[src/rtl/tt7_sweep_capture_if.sv]
// Result channel of tt7_sweep_capture: captured truth table, popcount and compare flag.
// Handshake: master raises result_valid with tt/ones/match stable and holds them until
// a rising edge where result_ready is also high; only that edge transfers the result.
interface tt7_sweep_capture_if;
  logic         result_valid;
  logic         result_ready;
  logic [127:0] tt;
  logic [7:0]   ones;
  logic         match;

  modport master (output result_valid, tt, ones, match, input result_ready);
  modport slave  (input result_valid, tt, ones, match, output result_ready);
endinterface

[src/rtl/tt7_sweep_capture.sv]
// Sweeps all 128 minterms of a 7-input function on x, captures f_in into a truth table,
// counts its ones and compares it with a reference table latched at start.
module tt7_sweep_capture #(
  parameter int SAMPLE_DLY = 1,
  parameter int CNT_W      = 7
) (
  input  logic                 clk,
  input  logic                 rst_n,
  input  logic                 start,
  input  logic                 abort,
  input  logic [127:0]         expected_tt,
  output logic [CNT_W-1:0]     x,
  input  logic                 f_in,
  output logic                 busy,
  output logic [1:0]           state_dbg,
  tt7_sweep_capture_if.master  res
);

  typedef enum logic [1:0] {
    IDLE  = 2'd0,
    SWEEP = 2'd1,
    DRAIN = 2'd2,
    DONE  = 2'd3
  } state_t;

  state_t       state;
  logic         valid_q;
  logic [127:0] tt_q;
  logic [7:0]   ones_q;
  logic         match_q;
  logic [127:0] exp_q;

  // Minterm index whose f_in is due at the coming edge.
  logic             tap_live;
  logic [CNT_W-1:0] tap_idx;

  if (SAMPLE_DLY == 1) begin : g_direct
    assign tap_live = (state == SWEEP);
    assign tap_idx  = x;
  end else begin : g_pipe
    logic [SAMPLE_DLY-2:0] live_q;
    logic [CNT_W-1:0]      idx_q [SAMPLE_DLY-1];

    always_ff @(posedge clk or negedge rst_n) begin
      if (!rst_n) begin
        live_q <= '0;
        for (int j = 0; j < SAMPLE_DLY - 1; j++) idx_q[j] <= '0;
      end else begin
        for (int j = SAMPLE_DLY - 2; j > 0; j--) begin
          live_q[j] <= live_q[j-1];
          idx_q[j]  <= idx_q[j-1];
        end
        live_q[0] <= (state == SWEEP);
        idx_q[0]  <= x;
        // An aborted sweep must not leave captures in flight.
        if (abort) live_q <= '0;
      end
    end

    assign tap_live = live_q[SAMPLE_DLY-2];
    assign tap_idx  = idx_q[SAMPLE_DLY-2];
  end

  always_ff @(posedge clk or negedge rst_n) begin
    if (!rst_n) begin
      state   <= IDLE;
      x       <= '0;
      busy    <= 1'b0;
      valid_q <= 1'b0;
      tt_q    <= '0;
      ones_q  <= '0;
      match_q <= 1'b0;
      exp_q   <= '0;
    end else if (abort) begin
      state   <= IDLE;
      x       <= '0;
      busy    <= 1'b0;
      valid_q <= 1'b0;
    end else begin
      if (tap_live) begin
        tt_q[tap_idx] <= f_in;
        ones_q        <= ones_q + 8'(f_in);
      end
      unique case (state)
        IDLE, DONE: begin
          if (start) begin
            state   <= SWEEP;
            x       <= '0;
            tt_q    <= '0;
            ones_q  <= '0;
            match_q <= 1'b0;
            exp_q   <= expected_tt;
            busy    <= 1'b1;
            valid_q <= 1'b0;
          end else if (state == DONE && res.result_ready) begin
            state   <= IDLE;
            valid_q <= 1'b0;
          end
        end
        SWEEP: begin
          if (x == '1) state <= DRAIN;
          else         x     <= x + 1'b1;
        end
        DRAIN: ;
        default: state <= IDLE;
      endcase
      // Last capture closes the sweep; with SAMPLE_DLY=1 this lands while still in SWEEP.
      if ((state == SWEEP || state == DRAIN) && tap_live && tap_idx == '1) begin
        state   <= DONE;
        busy    <= 1'b0;
        valid_q <= 1'b1;
        match_q <= ({f_in, tt_q[126:0]} == exp_q);
      end
    end
  end

  assign state_dbg        = state;
  assign res.result_valid = valid_q;
  assign res.tt           = tt_q;
  assign res.ones         = ones_q;
  assign res.match        = match_q;

endmodule

[src/flat_wrapper.sv]
// flat-port wrapper written by rule: the top's interface ports become plain ports
module tt7_sweep_capture_flat 
#(
  parameter int SAMPLE_DLY = 1,
  parameter int CNT_W      = 7
)
  (clk, rst_n, start, abort, expected_tt, x, f_in, busy, state_dbg, res_result_valid, res_tt, res_ones, res_match, res_result_ready);
  tt7_sweep_capture_if res_i ();
  input  logic clk;
  input  logic rst_n;
  input  logic start;
  input  logic abort;
  input  logic [127:0] expected_tt;
  output logic [CNT_W-1:0] x;
  input  logic f_in;
  output logic busy;
  output logic [1:0] state_dbg;
  output wire logic [$bits(res_i.result_valid)-1:0] res_result_valid;
  output wire logic [$bits(res_i.tt)-1:0] res_tt;
  output wire logic [$bits(res_i.ones)-1:0] res_ones;
  output wire logic [$bits(res_i.match)-1:0] res_match;
  input wire logic [$bits(res_i.result_ready)-1:0] res_result_ready;
  assign res_result_valid = res_i.result_valid;
  assign res_tt = res_i.tt;
  assign res_ones = res_i.ones;
  assign res_match = res_i.match;
  assign res_i.result_ready = res_result_ready;
  tt7_sweep_capture #(.SAMPLE_DLY(SAMPLE_DLY), .CNT_W(CNT_W)) u_core (.clk(clk), .rst_n(rst_n), .start(start), .abort(abort), .expected_tt(expected_tt), .x(x), .f_in(f_in), .busy(busy), .state_dbg(state_dbg), .res(res_i));
endmodule
[config.mk]
export PLATFORM = sky130hd
export DESIGN_NAME = tt7_sweep_capture_flat
export DESIGN_NICKNAME = d
export VERILOG_FILES = /design/src/rtl/tt7_sweep_capture_if.sv /design/src/rtl/tt7_sweep_capture.sv /design/src/flat_wrapper.sv
export SDC_FILE = /design/constraint.sdc
export NUM_CORES = 1
export LEC_CHECK = 0
export ABC_AREA = 1
export CELL_PAD_IN_SITES_DETAIL_PLACEMENT = 1
export CELL_PAD_IN_SITES_GLOBAL_PLACEMENT = 1
export CORE_MARGIN = 3
export CORE_UTILIZATION = 35
export CTS_CLUSTER_SIZE = 28
export DETAILED_ROUTE_END_ITERATION = 8
export GPL_TIMING_DRIVEN = 0
export HOLD_SLACK_MARGIN = 0.03
export PLACE_DENSITY = 0.81
export SYNTH_ARGS = -nofsm -noshare
export SYNTH_HDL_FRONTEND = slang
export SYNTH_SLANG_ARGS = --single-unit
[constraint.sdc]
create_clock -name clk -period 4.46 [get_ports clk]
set_input_delay 0.446 -clock clk [delete_from_list [all_inputs] [get_ports clk]]
set_output_delay 0.446 -clock clk [all_outputs]
set_load 0.01 [all_outputs]
==> reports/results.txt, run 1 <==
critical path fanouts, max = 10
R2R Setup Slk = 1.59 ns
Final Util = 47.3%
CTS clk-pin slew, worst paths = 0.06 ns
Critical Path, Cell by Cell = ha_1 -> inv_1 -> nor2_2 -> clkbuf_1 -> buf_2 -> nand2_1 -> o21ai_0
WL per Instance = 24.0 um
slew margin rel. = 42.3%
VDD IR max = 0.211 mV
RSZ-0062 raised after global routing = false
Synth Flop Type = dfrtp_1
Syn-to-layout area delta = 32.5%
layout filler cell count = 4860
Root Driver = clkbuf_16
WL final = 64800 um
Async SR Flop Fraction = 100%
f_max = 348 MHz
Clock power frac = 31.6%
Cell Area, Synth = 14300 um2
leak pwr = 0.00825 uW
Multi-input gate area = 6250 um2
Synthesis Warnings = 0
post-placement setup slack = 1.29 ns
DIE HEIGHT = 208 um
vias in the first global route = 16100
CP peak stage delay = 0.63 ns
power per cell area = 470 nW/um2
Hold Violations, Final = 0
Ports = 282
initial antenna violation count = 0
#FFs+latches synth = 276
Gate power share = 28.7%
initial core utilization = 35.7%
fin area = 18900 um2
Slew Viols, Final = 0
final setup violation count = 0
GRT Total Usage = 29.5%
GPL Wtd Cong = 0.914
post_cts resized = 0
Max-cap violations = 0
Post-route DRC = 0
share of cells above drive strength 1 = 5.24%
# port buffers = 281
drt first pass iters = 5
Placed Instance Area = 17800 um2
H-tree Lvls = 2
hold path startpoint = expected_tt[66]
library cells used by synthesis = 35
synthesized instance count = 1834
switching part of the total = 36.5%
Iter 0 DRT Violations = 1212
total grt overflow = 0
sequential element share of the synthesized area = 48.4%
cell-internal power = 5640 uW
Clock Latency Late Sink = 0.54 ns
setup tns final = 0 ns
Slowest-stage cell, CP = clkbuf_1
Worst Setup SP = u_core.state_dbg[0]$_DFFE_PN0P_
via/cell ratio = 5.49
EDFF count, synth = 0
Final min period = 2.87 ns
status = finished, final reports clean
Sw Pwr = 3240 uW
core box area = 40000 um2
Storage cell area = 6910 um2
Worst Tran Pin Value = 0.865 ns
Vias = 14800
Final nets = 2294
TritonCTS clock tree = yes
HP Class = primary input to register
Crit Reg-Reg Startpoint = u_core.state_dbg[0]$_DFFE_PN0P_
CTS max path bufs = 3
skew final = 0.0158 ns
# diodes = 0
Crit path required time = 4.90 ns
Die ar. = 43200 um2
crit path DAT = 3.31 ns
first-pass GRT wire length = 98800 um
maximum number of pins on one net before global-route repair = 99
Flop pwr share = 39.7%
die width = 208 um
worst setup path class = register to register
# rows = 73
type of origin of the critical path = register
clock buffer count from CTS = 34
PnR Total Power = 8890 uW
CP Capture Type = register
Syn Area/Cell = 7.78 um2
DP HPWL = 49000 um
Final WS setup = 1.59 ns
Sinks on Clock Net = 276
crit share post-route = 64.4%
antenna viol nets, final = 0
syn nets = 1974
## cell type report
class / instances / share of cell area (%)
clock inverter: 9 / 0.602
timing repair buffer: 284 / 15.2
buffer: 88 / 2.00
multi-input combinational: 1273 / 33.1
inverter: 197 / 3.91
clock buffer: 48 / 5.20
tap: 525 / 3.47
sequential: 276 / 36.5
## per-layer routing
metal	up-vias	share of wire [%]	GRT usage (%)
met1	7423	42	38.6
met4	0	4.0	11.3
met2	651	47	48.8
met3	130	7.0	5.20
met5	-	0	0
li1	6613	-	-
## through the flow
step / instances / hold slack [ns]
global route: 2700 / 0.456
finish: 2700 / 0.441
detailed placement: 2642 / 0.482
CTS: 2700 / 0.433
floorplan: 1834 / 0.150
global placement: 2640 / 0.473
## critical path: cells and delay by family (launching register included)
| family | cells | cell delay, ns |
|---|---|---|
| buffers and inverters | 3 | 1.13 |
| and+or+nand+nor | 2 | 0.70 |
| DFF | 1 | 0.44 |
| adders and majority gates | 1 | 0.40 |
| AOI/OAI and AO/OA | 1 | 0.10 |
## power groups by stage
stage / Sequential [uW] / Clock [uW] / Combinational [uW]
6_report: 3530 / 2810 / 2550
5_1_grt: 3590 / 2930 / 2880
4_1_cts: 3520 / 2820 / 2570
3_5_place_dp: 3550 / 0 / 2540
3_3_place_gp: 3530 / 0 / 2430
2_1_floorplan: 3430 / 0 / 1550
## cell usage in the layout (no fill, tap or decap), types with 17 or more instances in the layout
master           count
clkdlybuf4s50_1    280
clkbuf_1            55
xnor2_1             69
a21oi_1            116
nand3_1             17
buf_2               30
o31ai_1             70
dfrtp_1            276
nor3_1              91
clkbuf_16           34
o21ai_0            147
nor2_1              57
nand4_1             18
nand2_1            619
inv_1              184
## flip-flops by register name (all words and copies together), names as in the netlist
name,count
u_core.res.match,1
u_core.state_dbg,2
u_core.x,7
u_core.res.ones,8
u_core.res.tt,128
u_core.exp_q,128
u_core.busy,1
u_core.res.result_valid,1
## final timing paths
check | end | cells after the start
max | u_core.exp_q[69]$_DFFE_PN0P_ | 7
min | u_core.exp_q[66]$_DFFE_PN0P_ | 3
max reg2reg | u_core.exp_q[69]$_DFFE_PN0P_ | 7
min reg2reg | u_core.exp_q[98]$_DFFE_PN0P_ | 2
max in group asynchronous | u_core.exp_q[65]$_DFFE_PN0P_ | 3
min in group asynchronous | u_core.exp_q[36]$_DFFE_PN0P_ | 2
## Yosys cell counts (18+ instances only)
library cell | number | share of area [%]
nand2_1 | 619 | 16
dfrtp_1 | 276 | 48
inv_1 | 184 | 4.8
o21ai_0 | 147 | 5.2
a21oi_1 | 116 | 4.1
nor3_1 | 91 | 3.2
o31ai_1 | 70 | 3.7
xnor2_1 | 69 | 4.2
nor2_1 | 57 | 1.5
clkbuf_1 | 49 | 1.3
buf_2 | 30 | 1.1
nand4_1 | 18 | 0.79
## what timing repair did
item                                   4_1_cts  5_1_grt
endpoints found under the hold margin       80        0
hold buffers                                 1        0
buffers inserted                             0        0
## cell families (layout without fill, tap and decap cells)
logic type | count (synthesis) | in the layout | share of synthesized area [%]
flops | 276 | 276 | 48.4
compound gates | 375 | 375 | 15.4
buf+inv | 285 | 626 | 7.84
simple gates | 818 | 818 | 23.3
fa+ha+maj | 6 | 6 | 0.526
xor+xnor | 74 | 74 | 4.54
Power figures use the tool's default switching activity.
==> run 2, diff against run 1 <==
- CORE_UTILIZATION: 35 -> 34
- PLACE_DENSITY: 0.81 -> 0.82
- clock period: 4.46 -> 2.31 ns (I/O delays scaled with it)
==> run 2 against run 1 <==
- die area rose by 2.9%
- critical endpoint is now u_core.res.tt[103]$_DFFE_PN0N_
- sequential cell count is the same
- combinational power rose by 98%
- sequential share of layout area fell by 0.63 points
- core utilization fell by 0.47 points
- clock power increased by 110%
- critical path type unchanged
- clock-buffer cell count is 3 higher
- cell count increased by 0.70%
==> reports/results.txt, run 2 (synthesized netlist as in run 1, its figures left out) <==
status = finished, final reports clean (unchanged)
CTS clk-pin slew, worst paths = 0.06 ns (about the same)
CP Capture Point = u_core.res.tt[103]$_DFFE_PN0N_ (was u_core.exp_q[69]$_DFFE_PN0P_)
antenna viol nets, final = 0 (unchanged)
PnR Total Power = 17700 uW (was 8890 uW)
skew final = 0.0202 ns (was 0.0158 ns)
Flop pwr share = 38.7% (was 39.7%)
DP HPWL = 48900 um (was 49000 um)
worst setup path class = register to register (unchanged)
critical path fanouts, max = 8 (was 10)
slew margin rel. = 48.7% (was 42.3%)
final setup violation count = 0 (unchanged)
leak pwr = 0.00833 uW (was 0.00825 uW)
first-pass GRT wire length = 97300 um (was 98800 um)
Hold Violations, Final = 0 (unchanged)
total grt overflow = 0 (unchanged)
DIE HEIGHT = 211 um (was 208 um)
most frequent cells in the layout = nand2_1, clkdlybuf4s50_1, dfrtp_1 (unchanged)
GRT Total Usage = 28.8% (was 29.5%)
Syn-to-layout area delta = 34.8% (was 32.5%)
hold depth = 3 (unchanged)
die width = 211 um (was 208 um)
Clock Latency Late Sink = 0.53 ns (was 0.54 ns)
crit share post-route = 97.4% (was 64.4%)
Layout Cells excl Fill = 2719 (was 2700)
Sw Pwr = 6320 uW (was 3240 uW)
# diodes = 0 (unchanged)
placed cell count = 2649 (was 2642)
TritonCTS clock tree = yes (unchanged)
CP Capture Type = register (unchanged)
cell count of the worst reg-to-reg path = 8 (was 7)
type of origin of the critical path = register (unchanged)
Worst Setup SP = u_core.x[6]$_DFFE_PN0P_ (was u_core.state_dbg[0]$_DFFE_PN0P_)
Final nets = 2304 (was 2294)
HP Class = primary input to register (unchanged)
Clock power frac = 32.7% (was 31.6%)
H-tree Lvls = 2 (unchanged)
# port buffers = 281 (unchanged)
Vias = 14800 (about the same)
maximum number of pins on one net before global-route repair = 116 (was 99)
fin area = 19200 um2 (was 18900 um2)
capture point of the worst reg-to-reg path = u_core.res.tt[103]$_DFFE_PN0N_ (was u_core.exp_q[69]$_DFFE_PN0P_)
clock buffer count from CTS = 34 (unchanged)
share of cells above drive strength 1 = 7.22% (was 5.24%)
switching part of the total = 35.8% (was 36.5%)
WL per Instance = 24.0 um (about the same)
via/cell ratio = 5.45 (was 5.49)
Root Driver = clkbuf_16 (unchanged)
Crit Reg-Reg Startpoint = u_core.x[6]$_DFFE_PN0P_ (was u_core.state_dbg[0]$_DFFE_PN0P_)
Die ar. = 44500 um2 (was 43200 um2)
Max-cap violations = 0 (unchanged)
CTS max path bufs = 3 (unchanged)
Final Util = 46.8% (was 47.3%)
Iter 0 DRT Violations = 1241 (was 1212)
worst hold margin = 0.233 ns (was 0.441 ns)
Gate power share = 28.6% (was 28.7%)
R2R Setup Slk = 0.06 ns (was 1.59 ns)
Post-route DRC = 0 (unchanged)
vias in the first global route = 15900 (was 16100)
core box area = 41100 um2 (was 40000 um2)
initial core utilization = 34.7% (was 35.7%)
f_max = 445 MHz (was 348 MHz)
power per cell area = 918 nW/um2 (was 470 nW/um2)
Crit path required time = 2.70 ns (was 4.90 ns)
hold path startpoint = expected_tt[55] (was expected_tt[66])
Slew Viols, Final = 0 (unchanged)
crit path DAT = 2.64 ns (was 3.31 ns)
commonest non-fill, non-tap cell in the layout = nand2_1 (unchanged)
cell-internal power = 11300 uW (was 5640 uW)
RSZ-0062 raised after global routing = true (was false)
drt first pass iters = 5 (unchanged)
VDD IR max = 0.499 mV (was 0.211 mV)
Placed Instance Area = 17800 um2 (about the same)
WL final = 65300 um (was 64800 um)
Worst Tran Pin Value = 0.770 ns (was 0.865 ns)
initial antenna violation count = 1 (was 0)
Sinks on Clock Net = 276 (unchanged)
Ports = 282 (unchanged)
GPL Wtd Cong = 0.932 (was 0.914)
# rows = 74 (was 73)
Final min period = 2.25 ns (was 2.87 ns)
==> run 2: cell types whose count changed in the layout (fill, tap and decap cells not counted), sizes merged <==
cell / change
inv: -9
bufinv: +2
clkinvlp: +8
clkbuf: +7
clkinv: -2
buf: +6
==> run 2: power by group through the flow <==
| stage | Sequential [uW] | Combinational, uW | Clock, uW |
|---|---|---|---|
| floorplan | 6630 | 2990 | 0 |
| global placement | 6820 | 4670 | 0 |
| detailed placement | 6850 | 4870 | 0 |
| CTS | 6810 | 5010 | 5790 |
| global route | 6950 | 5600 | 5990 |
| finish | 6840 | 5050 | 5770 |
==> run 2: worst min-delay path by stage <==
stage | to
after floorplan | u_core.busy$_DFFE_PN0P_
after global placement | u_core.exp_q[34]$_DFFE_PN0P_
after detailed placement | u_core.exp_q[51]$_DFFE_PN0P_
after CTS | u_core.exp_q[55]$_DFFE_PN0P_
after global routing | u_core.exp_q[44]$_DFFE_PN0P_
final | u_core.exp_q[55]$_DFFE_PN0P_
==> run 2: metal layers <==
| metal | vias to the layer above | global-route usage (%) | wire (um) |
|---|---|---|---|
| met5 | - | 0 | 13 |
| met2 | 661 | 48.2 | 30600 |
| met3 | 140 | 6.06 | 5330 |
| li1 | 6631 | - | - |
| met1 | 7382 | 36.9 | 26800 |
| met4 | 2 | 10.8 | 2540 |
==> run 2: cell type report <==
class | count | area, um2
clock inverter | 8 | 143
clock buffer | 51 | 1040
sequential | 276 | 6910
timing repair buffer | 295 | 2980
buffer | 87 | 417
tap | 532 | 666
inverter | 197 | 768
multi-input combinational | 1273 | 6330
fill | 4991 | 21900
==> run 2: worst max-delay path, cell delays in order, from the launching register on <==
cell and delay (ns):
dfrtp_1 0.46, nand2_1 0.22, inv_1 0.15, nand2_1 0.39, clkinvlp_4 0.40, nand2_1 0.20, a21oi_1 0.08, o21ai_1 0.10
o21ai_0 0.10
==> run 2: timing repair <==
action                                  4_1_cts  5_1_grt
gates resized for setup                      22       36
endpoints found under the hold margin        59        0
endpoints found under the setup margin      214       94
hold buffers                                  1        0
buffers inserted                              7        4
pin swaps                                     3        1
==> run 2: through the flow <==
step	setup TNS (ns)	worst slack (ns)
3_3_place_gp	-3227.40	-11.50
4_1_cts	0	0.00108
6_report	0	0.0607
5_1_grt	-0.0452	-0.0198
3_5_place_dp	-73.70	-0.614
2_1_floorplan	0	0.451
